--- config.mk ---
export PLATFORM = sky130hd
export DESIGN_NAME = ysyx_22041207_pipe_skid_stage
export DESIGN_NICKNAME = d
export VERILOG_FILES = /design/src/rtl/ysyx_22041207_pipe_skid_stage.sv
export SDC_FILE = /design/constraint.sdc
export NUM_CORES = 1
export LEC_CHECK = 0
export BUFFER_PORTS_ARGS = -buffer_cell sky130_fd_sc_hd__buf_2
export CAP_MARGIN = 0
export CORE_MARGIN = 2
export CORE_UTILIZATION = 43
export CTS_BUF_LIST = sky130_fd_sc_hd__clkbuf_8
export DETAILED_ROUTE_END_ITERATION = 10
export GPL_ROUTABILITY_DRIVEN = 0
export MAX_ROUTING_LAYER = met4
export PLACE_DENSITY = 0.65
export SLEW_MARGIN = 0
export SYNTH_ARGS = -nofsm -noshare
export SYNTH_HDL_FRONTEND = slang
export SYNTH_SLANG_ARGS = --single-unit
--- constraint.sdc ---
create_clock -name clk -period 2.9 [get_ports clk]
set_input_delay 0.29 -clock clk [delete_from_list [all_inputs] [get_ports clk]]
set_output_delay 0.29 -clock clk [all_outputs]
set_load 0.02 [all_outputs]
--- src/rtl/ysyx_22041207_pipe_skid_stage.sv ---
// Generic pipeline-stage register with valid/ready handshake.
// SKID_EN=1: two entries (main + skid), in_ready depends on state only.
// SKID_EN=0: one entry, in_ready = empty | out_ready (combinational).
// Payload slots are zeroed whenever they become invalid, so a bubble reads as 0.
module ysyx_22041207_pipe_skid_stage #(
   parameter int DATA_W  = 64*4+32,
   parameter int SKID_EN = 1,
   parameter int CNT_W   = 16
) (
   input  logic              clk,
   input  logic              rst_n,
   input  logic              flush,
   input  logic              in_valid,
   output logic              in_ready,
   input  logic [DATA_W-1:0] in_data,
   output logic              out_valid,
   input  logic              out_ready,
   output logic [DATA_W-1:0] out_data,
   output logic [1:0]        occupancy,
   output logic [CNT_W-1:0]  stall_cnt
);

   typedef enum logic [1:0] {
      EMPTY = 2'd0,
      ONE   = 2'd1,
      FULL  = 2'd2
   } state_t;

   state_t            state, state_nxt;
   logic [DATA_W-1:0] main_data, main_nxt;
   logic [DATA_W-1:0] skid_data, skid_nxt;
   logic              acc, pop;

   // Outputs come straight from registers; only in_ready may be combinational.
   assign out_valid = (state != EMPTY);
   assign out_data  = main_data;
   assign occupancy = state;

   generate
      if (SKID_EN != 0) begin : g_skid
         assign in_ready = (state != FULL);
      end else begin : g_noskid
         assign in_ready = (state == EMPTY) | out_ready;
      end
   endgenerate

   assign acc = in_valid & in_ready;
   assign pop = out_valid & out_ready;

   // State and payload registers; async reset discards everything held.
   always_ff @(posedge clk or negedge rst_n) begin
      if (!rst_n) begin
         state     <= EMPTY;
         main_data <= '0;
         skid_data <= '0;
      end else begin
         state     <= state_nxt;
         main_data <= main_nxt;
         skid_data <= skid_nxt;
      end
   end

   // Next-state: flush wins over any transfer; otherwise strict FIFO moves.
   always_comb begin
      state_nxt = state;
      main_nxt  = main_data;
      skid_nxt  = skid_data;
      if (flush) begin
         state_nxt = EMPTY;
         main_nxt  = '0;
         skid_nxt  = '0;
      end else begin
         case (state)
            EMPTY: begin
               if (acc) begin
                  state_nxt = ONE;
                  main_nxt  = in_data;
               end
            end
            ONE: begin
               if (acc && pop) begin
                  main_nxt = in_data;
               end else if (acc && (SKID_EN != 0)) begin
                  state_nxt = FULL;
                  skid_nxt  = in_data;
               end else if (pop) begin
                  state_nxt = EMPTY;
                  main_nxt  = '0;
               end
            end
            FULL: begin
               if (pop) begin
                  state_nxt = ONE;
                  main_nxt  = skid_data;
                  skid_nxt  = '0;
               end
            end
            default: begin
               state_nxt = EMPTY;
               main_nxt  = '0;
               skid_nxt  = '0;
            end
         endcase
      end
   end

   // Saturating count of cycles where downstream holds off a valid beat.
   always_ff @(posedge clk or negedge rst_n) begin
      if (!rst_n) begin
         stall_cnt <= '0;
      end else if (out_valid && !out_ready && (stall_cnt != {CNT_W{1'b1}})) begin
         stall_cnt <= stall_cnt + 1'b1;
      end
   end

endmodule

**Word-level counts from Yosys, hierarchy flattened**

Cells that the tools add are included.

- Input port bits: 293
- Bits in registers: 594
- Output and inout bits: 308

- Bitwise gates (word level): 2
- Multiplexer cells: 17
- Reduce and logical (&&, ||, !) cells: 9
- Equality and inequality tests: 12
- Add/subtract/negate cells: 1

Operator list:

| cell | number |
|---|---|
| $mux 288 | 8 |
| $pmux 288 s3 | 2 |
| $add 16x1->16 const B | 1 |
| $ne 16x16->1 const B | 1 |
| $mux 2 | 6 |
| $ne 3x3->1 const B | 4 |
| $ne 4x4->1 const B | 3 |
| $reduce_and 4->1 | 3 |
| $pmux 2 s3 | 1 |
| $ne 2x2->1 const B | 2 |
| $logic_and 1x1->1 | 3 |
| $and 1x1->1 | 2 |
| $eq 2x1->1 const B | 1 |
| $eq 2x2->1 const B | 1 |
| $logic_not 2->1 | 1 |
| $reduce_bool 2->1 | 1 |
| $logic_not 1->1 | 1 |

**Depth between registers and ports, before layout**

Gate-level depths: netlist of the first run.

- Depth after elaboration: 7
- Depth in mapped cells: 9
- Gate-level depth less buffers: 5

**Least setup slack after synthesis of the first run**

OpenSTA, ideal clock, no wires.

- Kind: flip-flop to flip-flop
- From: register stall_cnt[0]
- To: register stall_cnt[2]
- Setup slack: 1009 ps
- Required time: 2765 ps
- Stages on the path, launching flop included: 6
- Library setup time: 135 ps
- Clock period less this slack: 1891 ps
- Arrival: 1756 ps
- Path through: dfrtp_1 -> ha_1 -> nand4_1 -> or4_1 -> and3_1 -> xor2_1

- Cells in the longest elaborated chain, start to end: 2
- Elaborated cells between the ends (all ways): 3
- Classes of those cells: add/sub (1); eq/ne (1); reduce/logical (1)

RTL lines:

| element | line | text |
|---|---|---|
| from (decl) | 20 | `output logic [CNT_W-1:0] stall_cnt` |
| from (signal assigned) | 112 | `stall_cnt <= stall_cnt + 1'b1;` |
| parallel branches: the longest is 2 deep, another holds $add 16x1->16 | n/a |  |

Parallel ways; which one is timed is not known.
A chain may end at the register's enable or synchronous reset.

**Worst setup path in the final report of the first run**

- From: register state[0], in the netlist occupancy[0]
- To: output occupancy[0]

RTL lines:

| element | line | text |
|---|---|---|
| from (decl) | 29 | `state_t state, state_nxt;` |
| from (signal assigned) | 57 | `state <= state_nxt;` |
| to (decl) | 19 | `output logic [1:0] occupancy,` |

No word-level cell between the ends.

==> impl_metrics.toml, run 1 <==
[global_route]
overflow = 0
antenna_found_initial = 12
grt_max_degree = 139
grt_usage = 0.2644
grt_pass1_wl_um = 137800
grt_pass1_vias = 25140

[yosys]
netlist.area_leader.share = 0.5330
ys.flop_type = "dfrtp_1"
netlist_instances = 2632
synth_seq_cells = 594
synth_cell_types = 40
synth_seq_area_share = 0.5330
syn-num-nets = 2926
synth_area_leaders = "dfrtp_1 (53%), mux2i_1 (16%), nand2_1 (6.0%), a22o_1 (4.7%), o2bb2ai_1 (4.3%)"
syn_avg_cell_area_um2 = 10.60
async_flop_share = 1.000
yosys_warnings = 0
yosys.area.top_type = "dfrtp_1"
syn_area_um2 = 27890
synth_edf_count = 0

[run_status]
outcome = "finished, final reports clean"

[cts]
cts.sinks = 594
cts_buffers = 103
h-tree-depth = 3
clk_latency_ps = 710
cts-resized-gates = 0
clkTransAtPathRegs_ps = 60
clockBufferDepth = 3
cts_tree = "done"
cts_root_buffer = "clkbuf_8"

[power_and_ir_drop]
p_seq_frac = 0.450
power_density_nw_per_um2 = 558.9
leakagePower_nw = 17.63
switchingPower_mw = 6.075
p_int_mw = 14.49
p_comb_frac = 0.176
peakVddDrop_mv = 0.4036
switching_share = 0.2954
clock_power_share = 0.375

[route]
drtIter0Drc = 1914
drt-total-wl_um = 87080
first_pass_iters = 7
dr_total_vias = 23980
viasPerCell = 5.438
drtAntennaViolNets = 0
route.detailed.wl_per_inst_um = 19.75
drc_errors = 0

[finish]
nNetsFinal = 3760
n_fill_cell = 5340
multi_input_area_um2 = 10950
layout-drive-gt1-share = 0.2301
seq_area_um2 = 14870
layout_commonest_cell = "buf_2"
stdcell_count = 4410
most-common-layout-cells = "buf_2 (599), dfrtp_1 (592), nand2_1 (443)"
syn_to_final_growth_pct = 31.96
final_util = 0.5730

[floorplanning]
core-area_um2 = 64230
ios = 601
die_y_um = 258.7
initial_core_util = 0.4342
rows = 93
die_w_um = 258.7
die_area_um2 = 66910

[timing]
timing.final.ws_setup_ps = 547.7
finClkSkew_ps = 46.77
finalSetupTns_ps = 0
finalCritPeriodShare = 0.8111
rsz0062_at_grt = "false"
setup-violations-final = 0
relSlewSlack = 0.3778
hold_violations = 0
tightest_slew_ps = 933.4
max_freq_mhz = 425.1
slew_violations = 0
post-route-min-period_ps = 2352

[critical_path]
crit_fanout = 54
crit_path_max_incr_delay_ps = 550
cp.arrival_ps = 2060
critPathCaptureType = "primary output"
cp_cell_sequence = "buf_4 -> buf_2"
critPathKind = "reg2out"
critical_path.startpoint_type = "flop"
crit_required_ps = 2610
crit_path_top_delay_cell = "dfrtp_4"

[place]
place_inst = 3924
portBuffers = 600
hpwl_um = 53880
place_ws_ps = 747.7

[min_path]
hold_path_class = "in2async"

[flow_run]
maxCapViolations = 0
-- kinds of logic after synthesis --
kind of cell,after synthesis,synth area share
AO/OA/AOI/OAI,585,0.1568
XOR/XNOR,14,0.004397
adder cells (fa/ha/maj),1,0.0004486
buffers and inverters,502,0.07613
flip-flops,594,0.5330
multiplexers,442,0.1587
AND/OR/NAND/NOR,494,0.07053
-- layer usage --
layer / vias up / routed length, µm / track usage
met1: 12020 / 34910 / 0.3146
met5: - / 0 / -
met3: 255 / 5602 / 0.05820
met4: 0 / 4182 / 0.1281
li1: 10750 / - / -
met2: 958 / 42380 / 0.4263
-- Yosys cell counts (8+ instances only) --
cell type,number
dfrtp_1,594
nand2_1,443
mux2i_1,441
inv_1,289
a22o_1,150
o21ai_0,150
a22oi_1,138
o2bb2ai_1,138
buf_2,107
clkbuf_1,70
buf_4,28
nand3_1,10
nor2_1,9
nand4_1,8
xnor2_1,8
-- repair_timing --
item	4_1_cts	5_1_grt
hold buffers	292	0
endpoints found under the setup margin	0	0
buffers inserted	0	0
endpoints found under the hold margin	627	0
-- worst max-delay path, delay by kind of cell, from the launching register on --
family                 cells  cell delay, ps
DFF                        1             550
buffers and inverters      2             820
-- final cells by class --
class / instances / share of cell area
flip-flops and latches: 594 / 0.4041
multi-input cells: 1536 / 0.2975
repair buffers: 941 / 0.1822
clock buffers: 134 / 0.05011
inverters: 290 / 0.02958
well taps: 855 / 0.02907
clock inverters: 47 / 0.006629
diodes: 13 / 0.0008839
-- through the flow --
stage | hold WS (ps) | power, mW | area, µm²
floorplan | -5.591 | 11.19 | 27890
global placement | 302.6 | 12.55 | 31760
detailed placement | 316.9 | 12.66 | 31760
CTS | 113.1 | 20.74 | 36770
global route | 173.1 | 21.50 | 36800
finish | 171.3 | 20.57 | 36800
-- final timing paths --
| check | from | endpoint | slack (ps) | depth (start not counted) |
|---|---|---|---|---|
| setup / recovery | occupancy[0] | occupancy[0] | 550 | 2 |
| hold / removal | rst_n | out_data[253] | 170 | 2 |
| setup reg to reg | occupancy[1] | out_data[162] | 760 | 4 |
| hold reg to reg | out_data[40] | out_data[40] | 480 | 1 |
| max in group asynchronous | rst_n | out_data[188] | 1740 | 3 |
| min in group clk | out_ready | stall_cnt[10] | 260 | 4 |
-- power groups by stage --
stage / Combinational, mW / Clock, mW / Sequential, mW
final: 3.61 / 7.71 / 9.25
after CTS: 3.62 / 7.89 / 9.23
after global placement: 3.20 / 0 / 9.35
after detailed placement: 3.29 / 0 / 9.36
after floorplan: 1.48 / 0 / 9.71
after global routing: 3.91 / 8.29 / 9.30
-- state kept, by name (all words and copies together) (netlist names) --
name / count
occupancy: 2
stall_cnt: 16
out_data: 288
skid_data: 288
No activity file was read; power rests on OpenSTA's default activity.
==> run 2, diff against run 1 <==
==> constraint.sdc (replaced) <==
create_clock -name clk -period 2.25 [get_ports clk]
set_input_delay 0.225 -clock clk [delete_from_list [all_inputs] [get_ports clk]]
set_output_delay 0.225 -clock clk [all_outputs]
set_load 0.02 [all_outputs]
==> run 2 against run 1 <==
Hold slack improved by 160 ps. Largest cell class unchanged. Combinational power rose by 32%. Worst setup slack got worse by 460 ps. Clock power rose by 32%. Die area did not move. Cell count rose by 0.75%.
==> impl_metrics.toml, run 2 (synthesized netlist as in run 1, its figures left out) <==
[power_and_ir_drop]
power_density_nw_per_um2 = 719.9
switching_share = 0.2948
clock_power_share = 0.379
p_seq_frac = 0.443
leakagePower_nw = 17.91
switchingPower_mw = 7.917
p_int_mw = 18.94
p_comb_frac = 0.178
finalPower_mw = 26.86
peakVddDrop_mv = 0.4392

[cts]
h-tree-depth = 3
cts.sinks = 594
cts_buffers = 102
clkTransAtPathRegs_ps = 60
cts_tree = "done"
cts_root_buffer = "clkbuf_8"
clk_latency_ps = 690
clockBufferDepth = 3

[finish]
nNetsFinal = 3795
syn_to_final_growth_pct = 33.77
multi_input_area_um2 = 10950
layout_commonest_cell = "buf_2"
n_fill_cell = 5399
layout-drive-gt1-share = 0.2378
most-common-layout-cells = "buf_2 (599), dfrtp_1 (592), nand2_1 (443)"
design_area_um2 = 37310
seq_area_um2 = 14870

[critical_path]
cp.arrival_ps = 1940
critPathKind = "reg2out"
critPathCaptureType = "primary output"
crit_path_top_delay_cell = "dfrtp_4"
cp_cell_sequence = "buf_4 -> or2_2 -> buf_2"
critical_path.startpoint_type = "flop"
crit_path_max_incr_delay_ps = 520
crit_fanout = 17
crit_required_ps = 2030

[global_route]
grt_pass1_wl_um = 138900
grt_pass1_vias = 25210
overflow = 0
antenna_found_initial = 5
grt_usage = 0.2665
grt_max_degree = 139

[route]
drc_errors = 0
route.detailed.wl_per_inst_um = 19.80
drt-total-wl_um = 87960
first_pass_iters = 6
drtAntennaViolNets = 0
viasPerCell = 5.395
drtIter0Drc = 1902
dr_total_vias = 23970

[timing]
tightest_slew_ps = 994.9
relSlewSlack = 0.3368
rsz0062_at_grt = "true"
finalCritPeriodShare = 0.9610
max_freq_mhz = 462.5
slew_violations = 0
post-route-min-period_ps = 2162
finClkSkew_ps = 35.60
hold_violations = 0
finalSetupTns_ps = 0
setup-violations-final = 0

[place]
placed_cell_area_um2 = 32130
hpwl_um = 55390
portBuffers = 600

[floorplanning]
initial_core_util = 0.4342
die_w_um = 258.7
core-area_um2 = 64230
rows = 93
die_area_um2 = 66910
ios = 601
die_y_um = 258.7

[min_path]
hold_path_class = "in2reg"

[run_status]
outcome = "finished, final reports clean"

[flow_run]
maxCapViolations = 0
==> run 2: cell types whose count changed in the layout (fill, tap and decap cells not counted), sizes merged <==
cell	change
diode	-8
dlygate4sd3	+2
bufbuf	+1
buf	+33
clkinv	+3
bufinv	+1
clkbuf	+1
==> run 2: metrics by stage <==
stage                     hold WS [ps]  std cells  worst slack (ps)  utilization
after floorplan                 -70.59       2632             359.4            -
after global placement           164.0       3955             213.3       0.5002
after detailed placement         164.4       3955             177.7       0.5002
after CTS                        247.1       4438             5.184       0.5805
after global routing             306.7       4443            -2.462       0.5808
final                            334.5       4443             87.66       0.5808
==> run 2: area by class of cell <==
class / count / share of cell area
flip-flops and latches: 594 / 0.3986
multi-input cells: 1536 / 0.2934
repair buffers: 977 / 0.1919
clock buffers: 135 / 0.04980
inverters: 290 / 0.02918
well taps: 855 / 0.02867
clock inverters: 51 / 0.008015
diodes: 5 / 0.0003354
==> run 2: worst max-delay path: cells and delay by family, from the launching register on <==
| kind | cells | cell delay, ps |
|---|---|---|
| buffers and inverters | 2 | 410 |
| flip-flops | 1 | 520 |
| AND/OR/NAND/NOR | 1 | 340 |
==> run 2: path summary, 6_finish.rpt <==
kind / from / end / slack [ps] / cells past startpoint
min in group asynchronous: rst_n / out_data[220] / 580 / 3
max: occupancy[1] / out_valid / 90 / 3
max reg2reg: occupancy[0] / out_data[22] / 90 / 7
min reg2reg: out_data[208] / out_data[208] / 480 / 1
min: in_data[14] / skid_data[14] / 330 / 4
max in group asynchronous: rst_n / skid_data[233] / 330 / 4
==> run 2: per-layer routing <==
metal / vias up / part of all wire / GRT usage
li1: 10830 / - / -
met1: 11940 / 0.41 / 0.3289
met2: 942 / 0.48 / 0.4284
met3: 262 / 0.060 / 0.04489
met4: 0 / 0.045 / 0.1246
met5: - / 0 / -
==> run 2: power by group through the flow <==
| stage | sequential, mW | combinational, mW | clock (mW) |
|---|---|---|---|
| detailed placement | 12.1 | 4.31 | 0 |
| floorplan | 12.5 | 1.91 | 0 |
| global route | 12.0 | 5.14 | 10.9 |
| CTS | 11.9 | 4.78 | 10.4 |
| finish | 11.9 | 4.78 | 10.2 |
| global placement | 12.0 | 4.21 | 0 |
==> run 2: what timing repair did <==
item	4_1_cts	5_1_grt
setup buffers	2	0
gates cloned	1	0
hold buffers	294	0
setup endpoints to repair	1	23
hold endpoints to repair	1029	0
gates resized for setup	1	2
==> run 3, diff against run 2 <==
--- a/config.mk
+++ b/config.mk
@@ -5,6 +5,7 @@
 export SDC_FILE = /design/constraint.sdc
 export NUM_CORES = 1
 export LEC_CHECK = 0
+export ABC_AREA = 1
 export BUFFER_PORTS_ARGS = -buffer_cell sky130_fd_sc_hd__buf_2
 export CAP_MARGIN = 0
 export CORE_MARGIN = 2
==> run 3 against run 2 <==
Power rose by 12%. Hold slack improved by 22 ps. Clock power barely moved. Utilization down 0.49 points. Flip-flop and latch count did not move. Cell area up 4.0%. Die area increased by 5.1%. Largest power group unchanged. Cell count grew 28%. Global-route usage is 2.2 points higher. Critical endpoint is now out_data[42]. Register-to-register slack hardly changed. Routed wire length increased by 18%.
==> impl_metrics.toml, run 3 <==
[place]
portBuffers = 600
hpwl_um = 60520
place_ws_ps = 171.8

[timing]
max_freq_mhz = 462.0
post-route-min-period_ps = 2165
finalCritPeriodShare = 0.9621
tightest_slew_ps = 1154
relSlewSlack = 0.2309
finClkSkew_ps = 33.67
slew_violations = 0
hold_violations = 0
setup-violations-final = 0
timing.final.ws_setup_ps = 85.29

[cts]
cts_tree = "done"
cts_buffers = 106
clockBufferDepth = 3
cts.sinks = 594
cts_root_buffer = "clkbuf_8"
clkTransAtPathRegs_ps = 60
clk_latency_ps = 710
h-tree-depth = 3

[finish]
n_fill_cell = 6155
layout-drive-gt1-share = 0.1803
multi_input_area_um2 = 12610
most-common-layout-cells = "nand2_1 (1647), nand3_1 (663), buf_2 (599)"
layout_commonest_cell = "nand2_1"
syn_to_final_growth_pct = 32.30
final_util = 0.5759
nNetsFinal = 5012
seq_area_um2 = 14870

[power_and_ir_drop]
peakVddDrop_mv = 0.4905
leakagePower_nw = 20.09
power_density_nw_per_um2 = 772.5
finalPower_mw = 29.98

[yosys]
synth_seq_area_share = 0.5067
synth_edf_count = 0
ys.flop_type = "dfrtp_1"
synth_cell_types = 22
async_flop_share = 1.000
synth_commonest_cells = "nand2_1 (1648), nand3_1 (664), dfrtp_1 (594)"
syn-num-nets = 4234
synth_seq_cells = 594
syn_avg_cell_area_um2 = 7.446
netlist.area_leader.share = 0.5067
netlist_instances = 3940
syn_area_um2 = 29340
yosysMostFrequentCell = "nand2_1"
yosys_warnings = 0
synth_area_leaders = "dfrtp_1 (51%), nand2_1 (21%), nand3_1 (11%), o21ai_0 (5.0%), o211ai_1 (3.1%)"
yosys.area.top_type = "dfrtp_1"

[run_status]
outcome = "finished, final reports clean"

[route]
dr_total_vias = 30420
drt-total-wl_um = 103500
route.detailed.wl_per_inst_um = 18.20
drc_errors = 0
drtIter0Drc = 3491
viasPerCell = 5.347
drtAntennaViolNets = 0
first_pass_iters = 6

[floorplanning]
die_y_um = 265.2
rows = 95
die_area_um2 = 70330
initial_core_util = 0.4353
ios = 601
core-area_um2 = 67400
die_w_um = 265.2

[global_route]
grt_usage = 0.2882
grt_pass1_vias = 28360
grt_pass1_wl_um = 158800
grt_max_degree = 203
antenna_found_initial = 14
overflow = 0

[critical_path]
crit_required_ps = 2870
critPathKind = "reg2reg"
critPathCaptureType = "flop"
critical_path.startpoint_type = "flop"
cp.arrival_ps = 2780
crit_fanout = 27

[flow_run]
maxCapViolations = 0

[min_path]
hold_path_class = "in2reg"
## run 3: changes by cell type after synthesis, moves of 143 or more
| cell | change |
|---|---|
| a22o_1 | -150 |
| nand3_1 | +654 |
| mux2i_1 | -441 |
| o21ai_0 | +143 |
| nand2_1 | +1205 |
| inv_1 | -148 |
## run 3: cell type report
type,instances,area share
Sequential cell,594,0.3830
Multi-Input combinational cell,2884,0.3249
Timing Repair Buffer,988,0.1917
Clock buffer,138,0.04893
Tap cell,873,0.02814
Inverter,143,0.01454
Clock inverter,54,0.007479
Antenna cell,15,0.0009671
Timing Repair inverter,1,0.0002257
## run 3: metrics by stage
step           hold WS [ps]  instances  area (µm²)  setup TNS [ps]
2_1_floorplan        -70.59       3940       29340               0
3_3_place_gp          190.9       5170       33270               0
3_5_place_dp          185.3       5170       33270               0
4_1_cts               275.3       5660       38480               0
5_1_grt               338.5       5689       38810          -81.07
6_report              356.8       5690       38810               0
## run 3: cells by family after synthesis
family / share of synthesized area
DFF: 0.5067
and+or+nand+nor: 0.3445
buffers and inverters: 0.06521
adders and majority gates: 0.0004264
AOI/OAI and AO/OA: 0.08116
xor gates and xnor gates: 0.002090
## run 3: power breakdown
| group | switching [mW] | leakage [nW] | total, mW | internal [mW] |
|---|---|---|---|---|
| registers | 0.710 | 8.01 | 12.5 | 11.8 |
| logic | 4.79 | 10.8 | 7.19 | 2.40 |
| clock network | 4.73 | 1.26 | 10.3 | 5.60 |
| total | 10.2 | 20.1 | 30.0 | 19.8 |
## run 3: worst paths after layout
path | cells after the start | endpoint | from | slack (ps)
worst max-delay path | 11 | out_data[42] | occupancy[1] | 90
worst min-delay path | 4 | skid_data[276] | in_data[276] | 360
worst max register to register | 11 | out_data[42] | occupancy[1] | 90
worst min register to register | 2 | out_data[94] | out_data[94] | 470
max in group asynchronous | 5 | skid_data[1] | rst_n | 800
min in group asynchronous | 3 | out_data[241] | rst_n | 560
## run 3: worst max-delay path: stages, from the launching register on
cell and delay (ps):
dfrtp_2 450, clkinv_4 110, nor2_4 50, buf_4 170
nand3_2 100, nand2_1 110, nor2_4 300, buf_6 160
buf_4 160, clkbuf_16 240, nand3_1 100, nand2_1 90
## run 3: timing repair
| action | 4_1_cts | 5_1_grt |
|---|---|---|
| buffers inserted | 1 | 6 |
| endpoints found under the hold margin | 1038 | 0 |
| hold buffers | 296 | 0 |
| endpoints found under the setup margin | 2 | 176 |
| cloned | 1 | 10 |
| gates resized for setup | 5 | 14 |
| pin swaps | 1 | 2 |
## run 3: metal layers
| layer | up-vias | share of wire | global-route usage |
|---|---|---|---|
| met4 | 0 | 0.045 | 0.1365 |
| met1 | 14430 | 0.43 | 0.3836 |
| met3 | 282 | 0.069 | 0.04342 |
| met5 | - | 0 | - |
| li1 | 14340 | - | - |
| met2 | 1374 | 0.46 | 0.4344 |
